--- src/rtl/div_pkg.sv ---
// div_pkg: shared state encoding and divide-by-zero quotient helper for div_issue_ctrl
package div_pkg;
  typedef enum logic [1:0] {IDLE, CALC, DONE} state_t;
  function automatic logic [63:0] dz_quotient(input int width);
    return (width >= 64) ? {64{1'b1}} : (64'd1 << width) - 64'd1;
  endfunction
endpackage

--- src/rtl/div_settle_counter.sv ---
// div_settle_counter: loadable down-counter timing the array's multicycle settle window
module div_settle_counter #(
  parameter int CW = 1
) (
  input  logic          clk,
  input  logic          rst,
  input  logic          load,
  input  logic          dec,
  input  logic [CW-1:0] load_val,
  output logic [CW-1:0] cnt,
  output logic          zero
);
  always_ff @(posedge clk or posedge rst)
    if (rst) cnt <= '0;
    else if (load) cnt <= load_val;
    else if (dec && !zero) cnt <= cnt - 1'b1;
  assign zero = cnt == '0;
endmodule

--- src/rtl/div_issue_ctrl.sv ---
// div_issue_ctrl: handshake/settle controller around a combinational array divider
module div_issue_ctrl
  import div_pkg::*;
#(
  parameter int WIDTH         = 4,
  parameter int SETTLE_CYCLES = 2
) (
  input  logic             clk,
  input  logic             rst,
  input  logic             in_valid,
  output logic             in_ready,
  input  logic [WIDTH-1:0] in_a,
  input  logic [WIDTH-1:0] in_b,
  output logic [WIDTH-1:0] div_a,
  output logic [WIDTH-1:0] div_b,
  input  logic [WIDTH-1:0] div_q,
  input  logic [WIDTH-1:0] div_r,
  output logic             out_valid,
  input  logic             out_ready,
  output logic [WIDTH-1:0] out_q,
  output logic [WIDTH-1:0] out_r,
  output logic             out_dz,
  output logic             busy
);
  localparam int CW = (SETTLE_CYCLES < 1) ? 1 : $clog2(SETTLE_CYCLES + 1);
  if (SETTLE_CYCLES < 1) begin : g_bad_settle
    $error("SETTLE_CYCLES must be >= 1");
  end
  state_t state, state_n;
  logic [WIDTH-1:0] div_a_n, div_b_n, out_q_n, out_r_n;
  logic out_valid_n, out_dz_n, accept, cnt_zero;
  logic [CW-1:0] cnt;
  assign in_ready = (state == IDLE) && !rst;
  assign accept = in_valid && in_ready;
  div_settle_counter #(.CW(CW)) u_cnt (
    .clk(clk),
    .rst(rst),
    .load(accept && in_b != '0),
    .dec(state == CALC),
    .load_val(CW'(SETTLE_CYCLES - 1)),
    .cnt(cnt),
    .zero(cnt_zero)
  );
  always_comb begin
    state_n = state;
    div_a_n = div_a;
    div_b_n = div_b;
    out_q_n = out_q;
    out_r_n = out_r;
    out_dz_n = out_dz;
    out_valid_n = out_valid;
    if (accept) begin
      div_a_n = in_a;
      div_b_n = in_b;
      if (in_b == '0) begin
        state_n = DONE;
        out_q_n = WIDTH'(dz_quotient(WIDTH));
        out_r_n = in_a;
        out_dz_n = 1'b1;
        out_valid_n = 1'b1;
      end else state_n = CALC;
    end else if (state == CALC && cnt_zero) begin
      state_n = DONE;
      out_q_n = div_q;
      out_r_n = div_r;
      out_dz_n = 1'b0;
      out_valid_n = 1'b1;
    end else if (state == DONE && out_ready) begin
      state_n = IDLE;
      out_valid_n = 1'b0;
    end
  end
  always_ff @(posedge clk or posedge rst)
    if (rst) begin
      state <= IDLE;
      div_a <= '0;
      div_b <= '0;
      out_q <= '0;
      out_r <= '0;
      out_dz <= 1'b0;
      out_valid <= 1'b0;
      busy <= 1'b0;
    end else begin
      state <= state_n;
      div_a <= div_a_n;
      div_b <= div_b_n;
      out_q <= out_q_n;
      out_r <= out_r_n;
      out_dz <= out_dz_n;
      out_valid <= out_valid_n;
      busy <= state_n != IDLE;
    end
endmodule

--- config.mk ---
export PLATFORM = sky130hd
export DESIGN_NAME = div_issue_ctrl
export DESIGN_NICKNAME = d
export VERILOG_FILES = /design/src/rtl/div_pkg.sv /design/src/rtl/div_settle_counter.sv /design/src/rtl/div_issue_ctrl.sv
export SDC_FILE = /design/constraint.sdc
export NUM_CORES = 1
export LEC_CHECK = 0
export CAP_MARGIN = 20
export CORE_AREA = 2 2 63 65
export DETAILED_ROUTE_END_ITERATION = 10
export DIE_AREA = 0 0 65 67
export GPL_ROUTABILITY_DRIVEN = 0
export SYNTH_ARGS = -nofsm -noshare
export SYNTH_HDL_FRONTEND = slang
export SYNTH_SLANG_ARGS = --single-unit
--- constraint.sdc ---
create_clock -name clk -period 1.45 [get_ports clk]
set_input_delay 0.3625 -clock clk [delete_from_list [all_inputs] [get_ports clk]]
set_output_delay 0.3625 -clock clk [all_outputs]
set_load 0.02 [all_outputs]
==> flow_summary.toml, run 1 <==
[die]
die-area_um2 = 4360
io_pins = 40
rows = 22
coreArea_um2 = 3610
dieHeight_um = 67
die_x_um = 65
initial_core_util = 0.294

[worst_setup_path]
critPathLaunchType = "input pin"
worstPathMaxFanout = 3
crit_type = "in -> reg"
worstPathArrival_ps = 1690
cp.required_ps = 1580
slowest_stage = "or4b_4"
regToRegStartpoint = "state[0]"
path_cells = "dlygate4sd2_1 -> buf_4 -> or4b_4 -> buf_6 -> nor2_4 -> a31oi_4"
rrSetupSlack_ps = -110
worst_setup_path_end_kind = "flop"
timing.rr.end = "state[1]"
cpPeakStageDelay_ps = 590
cp-startpoint = "rst"
r2r_cells = 5

[sta]
skew_ps = 3.66
setup_ws_ps = -118
setup_viol_count_final = 10
worst_pin_slew_ps = 316
period_minus_slack_ps = 1570
relSlewSlack = 0.788
hold_ws_ps = 380
final-hold-violation-count = 0
finalSetupTns_ps = -598
period_share = 1.08
rsz0062_at_grt = "yes"
slew_viol_final = 0
fmax_mhz = 638

[finish]
drive_above_1_share = 0.354
final_area_um2 = 1780
nFillCells = 341
antennaDiodeCount = 0
final_nets = 180
syn2layout_area_growth_pct = 68.6
fin_util = 0.495

[run_status]
outcome = "finished, violations left"
violations = "negative setup slack"

[grt]
grt_use_total = 0.134
grt_pass1_wl_um = 4420
grt_overflow = 0
grt_pass1_vias = 965
grt_max_degree = 16
antenna_found_initial = 0

[yosys]
ys.flop_type = "dfrtp_1"
synth.avg_cell_area_um2 = 10.6
yosysWarningCount = 0
ys_seq_area_frac = 0.544
synth_nets = 121
synth-seq-cells = 23
synth.distinct_cells = 27
syn_inst = 100
netlist_area_um2 = 1060
synth-edff-count = 0
async_reset_ff_frac = 1.00

[power_and_ir_drop]
p_leak_nw = 0.841
ir_drop_uv = 735
pwr_density_cell_nw_per_um2 = 1930
total_power_mw = 3.45

[clock_network]
cts_tree = "yes"
ctsHtreeMaxLevel = 1
clock-sinks = 23
cts_root_buf = "clkbuf_8"
cts_made_buffers = 3
cts_buffer_depth = 2
clkSlewWorstSetupHoldPaths_ps = 80
clock_latency_ps = 260

[placed_design]
dpl_cell_area_um2 = 1590
port_buffers = 39
dp.final_hpwl_um = 1930

[routing]
drc = 0
vias = 920
vias_per_cell = 4.47
dr.pass1.iters = 2
drt_wl_total_um = 2660
drt_iter0_markers = 26
wl_per_cell_um = 12.9
ant_nets = 0

[worst_hold_path]
hold_class = "in -> async"

[job]
cap_violations = 0
-- through the flow --
step / std cells / worst slack (ps)
after detailed placement: 197 / -477
after global routing: 206 / -161
final: 206 / -118
after global placement: 197 / -444
after floorplan: 100 / 1.74
after CTS: 206 / -136
-- report_power, final --
group / switching (mW) / total, mW / internal (mW)
combinational: 0.948 / 1.90 / 0.948
sequential: 0.207 / 1.16 / 0.955
clock: 0.202 / 0.394 / 0.191
total: 1.36 / 3.45 / 2.09
-- repair_timing --
action	CTS	global route
setup buffers	4	2
hold endpoints to repair	0	0
pin swaps	11	16
setup endpoints to repair	42	23
gates resized for setup	40	23
cloned	1	0
hold buffers	0	0
-- cells in the mapped netlist (2+ instances only) --
cell type	number	area [µm²]
a21o_1	2	15.0
nand2_1	25	93.8
a21oi_1	6	30.0
buf_4	2	15.0
dfrtp_1	23	576
buf_6	2	22.5
nor2_1	10	37.5
nand2b_1	4	25.0
nand3b_1	2	15.0
o221a_1	3	33.8
o21ai_0	2	10.0
inv_1	4	15.0
-- layout by cell type, fill, tap and decap left out, types with 2 or more instances in the layout --
cell type and count:
buf_4 14, nand2_1 13, clkdlybuf4s50_1 15, o221a_1 3, a21oi_2 4, nand2_4 5, dlygate4sd2_1 22, o21ai_0 2
nor2_1 6, nand3b_1 2, buf_6 5, clkbuf_8 3, dfrtp_1 23, a21oi_1 2, buf_12 2, nand2_2 8
nand2b_1 4, inv_1 4, nor2_2 4
-- worst max path at each step --
| stage | to | cells after the start |
|---|---|---|
| global placement | in_ready | 3 |
| global route | state[1] | 5 |
| floorplan | out_r[3] | 6 |
| CTS | state[1] | 5 |
| finish | state[1] | 6 |
| detailed placement | in_ready | 3 |
-- worst max-delay path, delay by kind of cell --
kind,cells,cell delay (ps)
and+or+nand+nor,2,740
buffers and inverters,3,540
AOI/OAI and AO/OA,1,50
-- cell type report --
type	instances	area (µm²)	area share
Multi-Input combinational cell	68	531	0.297
Sequential cell	23	576	0.323
Clock inverter	1	5.00	0.00281
Timing Repair Buffer	59	557	0.312
Clock buffer	3	41.3	0.0231
Tap cell	48	60.1	0.0337
Inverter	4	15.0	0.00842
-- sequential cells by signal (all words and copies together), names as in the netlist --
register and flops:
div_a 4, div_b 4, out_q 4, out_r 4, state 2, u_cnt.cnt 2
busy 1, out_dz 1, out_valid 1
-- per-layer routing --
metal / track usage / vias to the layer above / part of all wire
met1: 0.161 / 439 / 0.43
li1: - / 452 / -
met2: 0.232 / 27 / 0.50
met5: 0 / - / 0
met4: 0.0585 / 0 / 0.013
met3: 0.0236 / 2 / 0.054
-- logic make-up after synthesis --
kind of cell | synth area share
buffers and inverters | 0.0544
AOI/OAI and AO/OA | 0.130
adders and majority gates | 0.0118
DFF | 0.544
and+or+nand+nor | 0.252
xor gates and xnor gates | 0.00828
Power figures use the tool's default switching activity.
==> run 2: changes to the inputs <==
--- a/config.mk
+++ b/config.mk
@@ -5,11 +5,14 @@
 export SDC_FILE = /design/constraint.sdc
 export NUM_CORES = 1
 export LEC_CHECK = 0
+export ABC_AREA = 1
 export CAP_MARGIN = 20
-export CORE_AREA = 2 2 63 65
+export CORE_AREA = 2 2 64 66
 export DETAILED_ROUTE_END_ITERATION = 10
-export DIE_AREA = 0 0 65 67
+export DIE_AREA = 0 0 66 68
+export DONT_BUFFER_PORTS = 1
 export GPL_ROUTABILITY_DRIVEN = 0
+export SETUP_SLACK_MARGIN = 0.5
 export SYNTH_ARGS = -nofsm -noshare
 export SYNTH_HDL_FRONTEND = slang
 export SYNTH_SLANG_ARGS = --single-unit
==> flow_summary.toml, run 2 <==
[die]
die_x_um = 66
coreArea_um2 = 3860
io_pins = 40
initial_core_util = 0.281
die-area_um2 = 4490
rows = 23
dieHeight_um = 68

[yosys]
synth.distinct_cells = 18
ys_seq_area_frac = 0.531
synth_nets = 150
yosysWarningCount = 0
netlist_area_um2 = 1080
netlist.area_leader.share = 0.531
ys_top_cells_by_area = "dfrtp_1, nand2_1, nand3_1"
synth_top_cell_by_area = "dfrtp_1"
yosys-top-cells-count = "nand2_1, dfrtp_1, inv_1, nand3_1, nor2_1"
synth-seq-cells = 23
ys.flop_type = "dfrtp_1"
synth-edff-count = 0
async_reset_ff_frac = 1.00
synth.avg_cell_area_um2 = 8.40
synth.most_common_cell = "nand2_1"
syn_inst = 129

[worst_setup_path]
worstPathArrival_ps = 1010
critPathLaunchType = "flop"
worstPathMaxFanout = 2
cp.required_ps = 1090
crit_type = "reg -> out"
worst_setup_path_end_kind = "output port"

[power_and_ir_drop]
p_leak_nw = 0.754
ir_drop_uv = 951
pwr_density_cell_nw_per_um2 = 2160

[finish]
drive_above_1_share = 0.427
syn2layout_area_growth_pct = 36.3
seqCellArea_um2 = 599
antennaDiodeCount = 0
layout_commonest_cell = "nand2_1"
final_area_um2 = 1480
mostFrequentLayoutCells = "nand2_1, dfrtp_2, buf_4, nand3_1, inv_1"
final_nets = 172
multi_input_area_um2 = 559
nFillCells = 398

[sta]
slew_viol_final = 0
final-hold-violation-count = 0
setup_viol_count_final = 0
finalSetupTns_ps = 0
skew_ps = 2.90
period_minus_slack_ps = 1370
fmax_mhz = 728
hold_ws_ps = 57.8
period_share = 0.947
relSlewSlack = 0.809
worst_pin_slew_ps = 286
rsz0062_at_grt = "yes"

[routing]
vias_per_cell = 4.64
dr.pass1.iters = 4
drt_iter0_markers = 8
ant_nets = 0
wl_per_cell_um = 13.8
drt_wl_total_um = 2760
vias = 928
drc = 0

[placed_design]
dp.final_hpwl_um = 1940
port_buffers = 0
dpl_cell_area_um2 = 1190

[grt]
grt_use_total = 0.130
grt_pass1_wl_um = 4350
grt_overflow = 0
grt_pass1_vias = 964
antenna_found_initial = 0
grt_max_degree = 24

[clock_network]
clkSlewWorstSetupHoldPaths_ps = 80
clock_latency_ps = 270
cts_made_buffers = 3
cts_buffer_depth = 2
clock-sinks = 23
cts_root_buf = "clkbuf_8"
ctsHtreeMaxLevel = 1
cts_tree = "yes"

[run_status]
outcome = "complete, no violations"

[worst_hold_path]
hold_class = "in -> async"

[job]
cap_violations = 0
[run 2: cell type report]
class                   instances  area share
flip-flops and latches         23       0.406
multi-input cells              94       0.379
repair buffers                 17       0.107
well taps                      50      0.0424
inverters                      12      0.0356
clock buffers                   4      0.0305
[run 2: power by group]
group	leakage [nW]	switching, mW	internal [mW]
Combinational	0.472	0.665	0.589
Sequential	0.259	0.537	0.994
Clock	0.0228	0.209	0.197
[run 2: critical path: stages (launching register included)]
cell and delay (ps):
dfrtp_1 410, nor2_4 160, nand2_4 80, inv_4 80
[run 2: final timing paths]
check / start / slack (ps) / to / depth (start not counted)
worst max-delay path: state[1] / 80 / in_ready / 3
worst min-delay path: rst / 60 / div_b[1] / 2
worst max register to register: state[1] / 130 / out_q[3] / 8
worst min register to register: div_b[0] / 580 / div_b[0] / 2
max in group asynchronous: rst / 810 / out_dz / 2
min in group clk: in_b[3] / 200 / div_b[3] / 2
[run 2: repair_timing]
| item | 4_1_cts | 5_1_grt |
|---|---|---|
| gates cloned | 1 | 0 |
| endpoints found under the setup margin | 43 | 43 |
| pin swaps | 5 | 7 |
| hold buffers | 1 | 0 |
| hold endpoints to repair | 4 | 0 |
| gates resized for setup | 32 | 12 |
| setup buffers | 7 | 4 |
[run 2: routing by layer]
layer,track usage,vias up,part of all wire
met4,0.0740,0,0.031
li1,-,453,-
met3,0.0378,7,0.072
met1,0.136,435,0.39
met2,0.232,33,0.50
met5,0,-,0
[run 2: cell families after synthesis]
kind of cell    after synthesis  synth area share
simple gates                 88             0.387
buf+inv                      13            0.0520
flops                        23             0.531
compound gates                4            0.0185
fa+ha+maj                     1            0.0115
[run 2: stage by stage]
step                 util  total power [mW]  std cells  setup slack (ps)
finish              0.383              3.19        200              77.2
detailed placement  0.309              2.33        183              93.1
global placement    0.309              2.29        183               150
floorplan               -              2.06        129               241
global route        0.383              3.42        200              27.6
CTS                 0.359              3.05        196              78.7
==> run 3: changes to the inputs <==
--- a/config.mk
+++ b/config.mk
@@ -13,6 +13,7 @@
 export DONT_BUFFER_PORTS = 1
 export GPL_ROUTABILITY_DRIVEN = 0
 export SETUP_SLACK_MARGIN = 0.5
+export SLEW_MARGIN = 20
 export SYNTH_ARGS = -nofsm -noshare
 export SYNTH_HDL_FRONTEND = slang
 export SYNTH_SLANG_ARGS = --single-unit
==> results of run 3 <==
The final DEF is identical to that of run 2; final timing and power are the same.
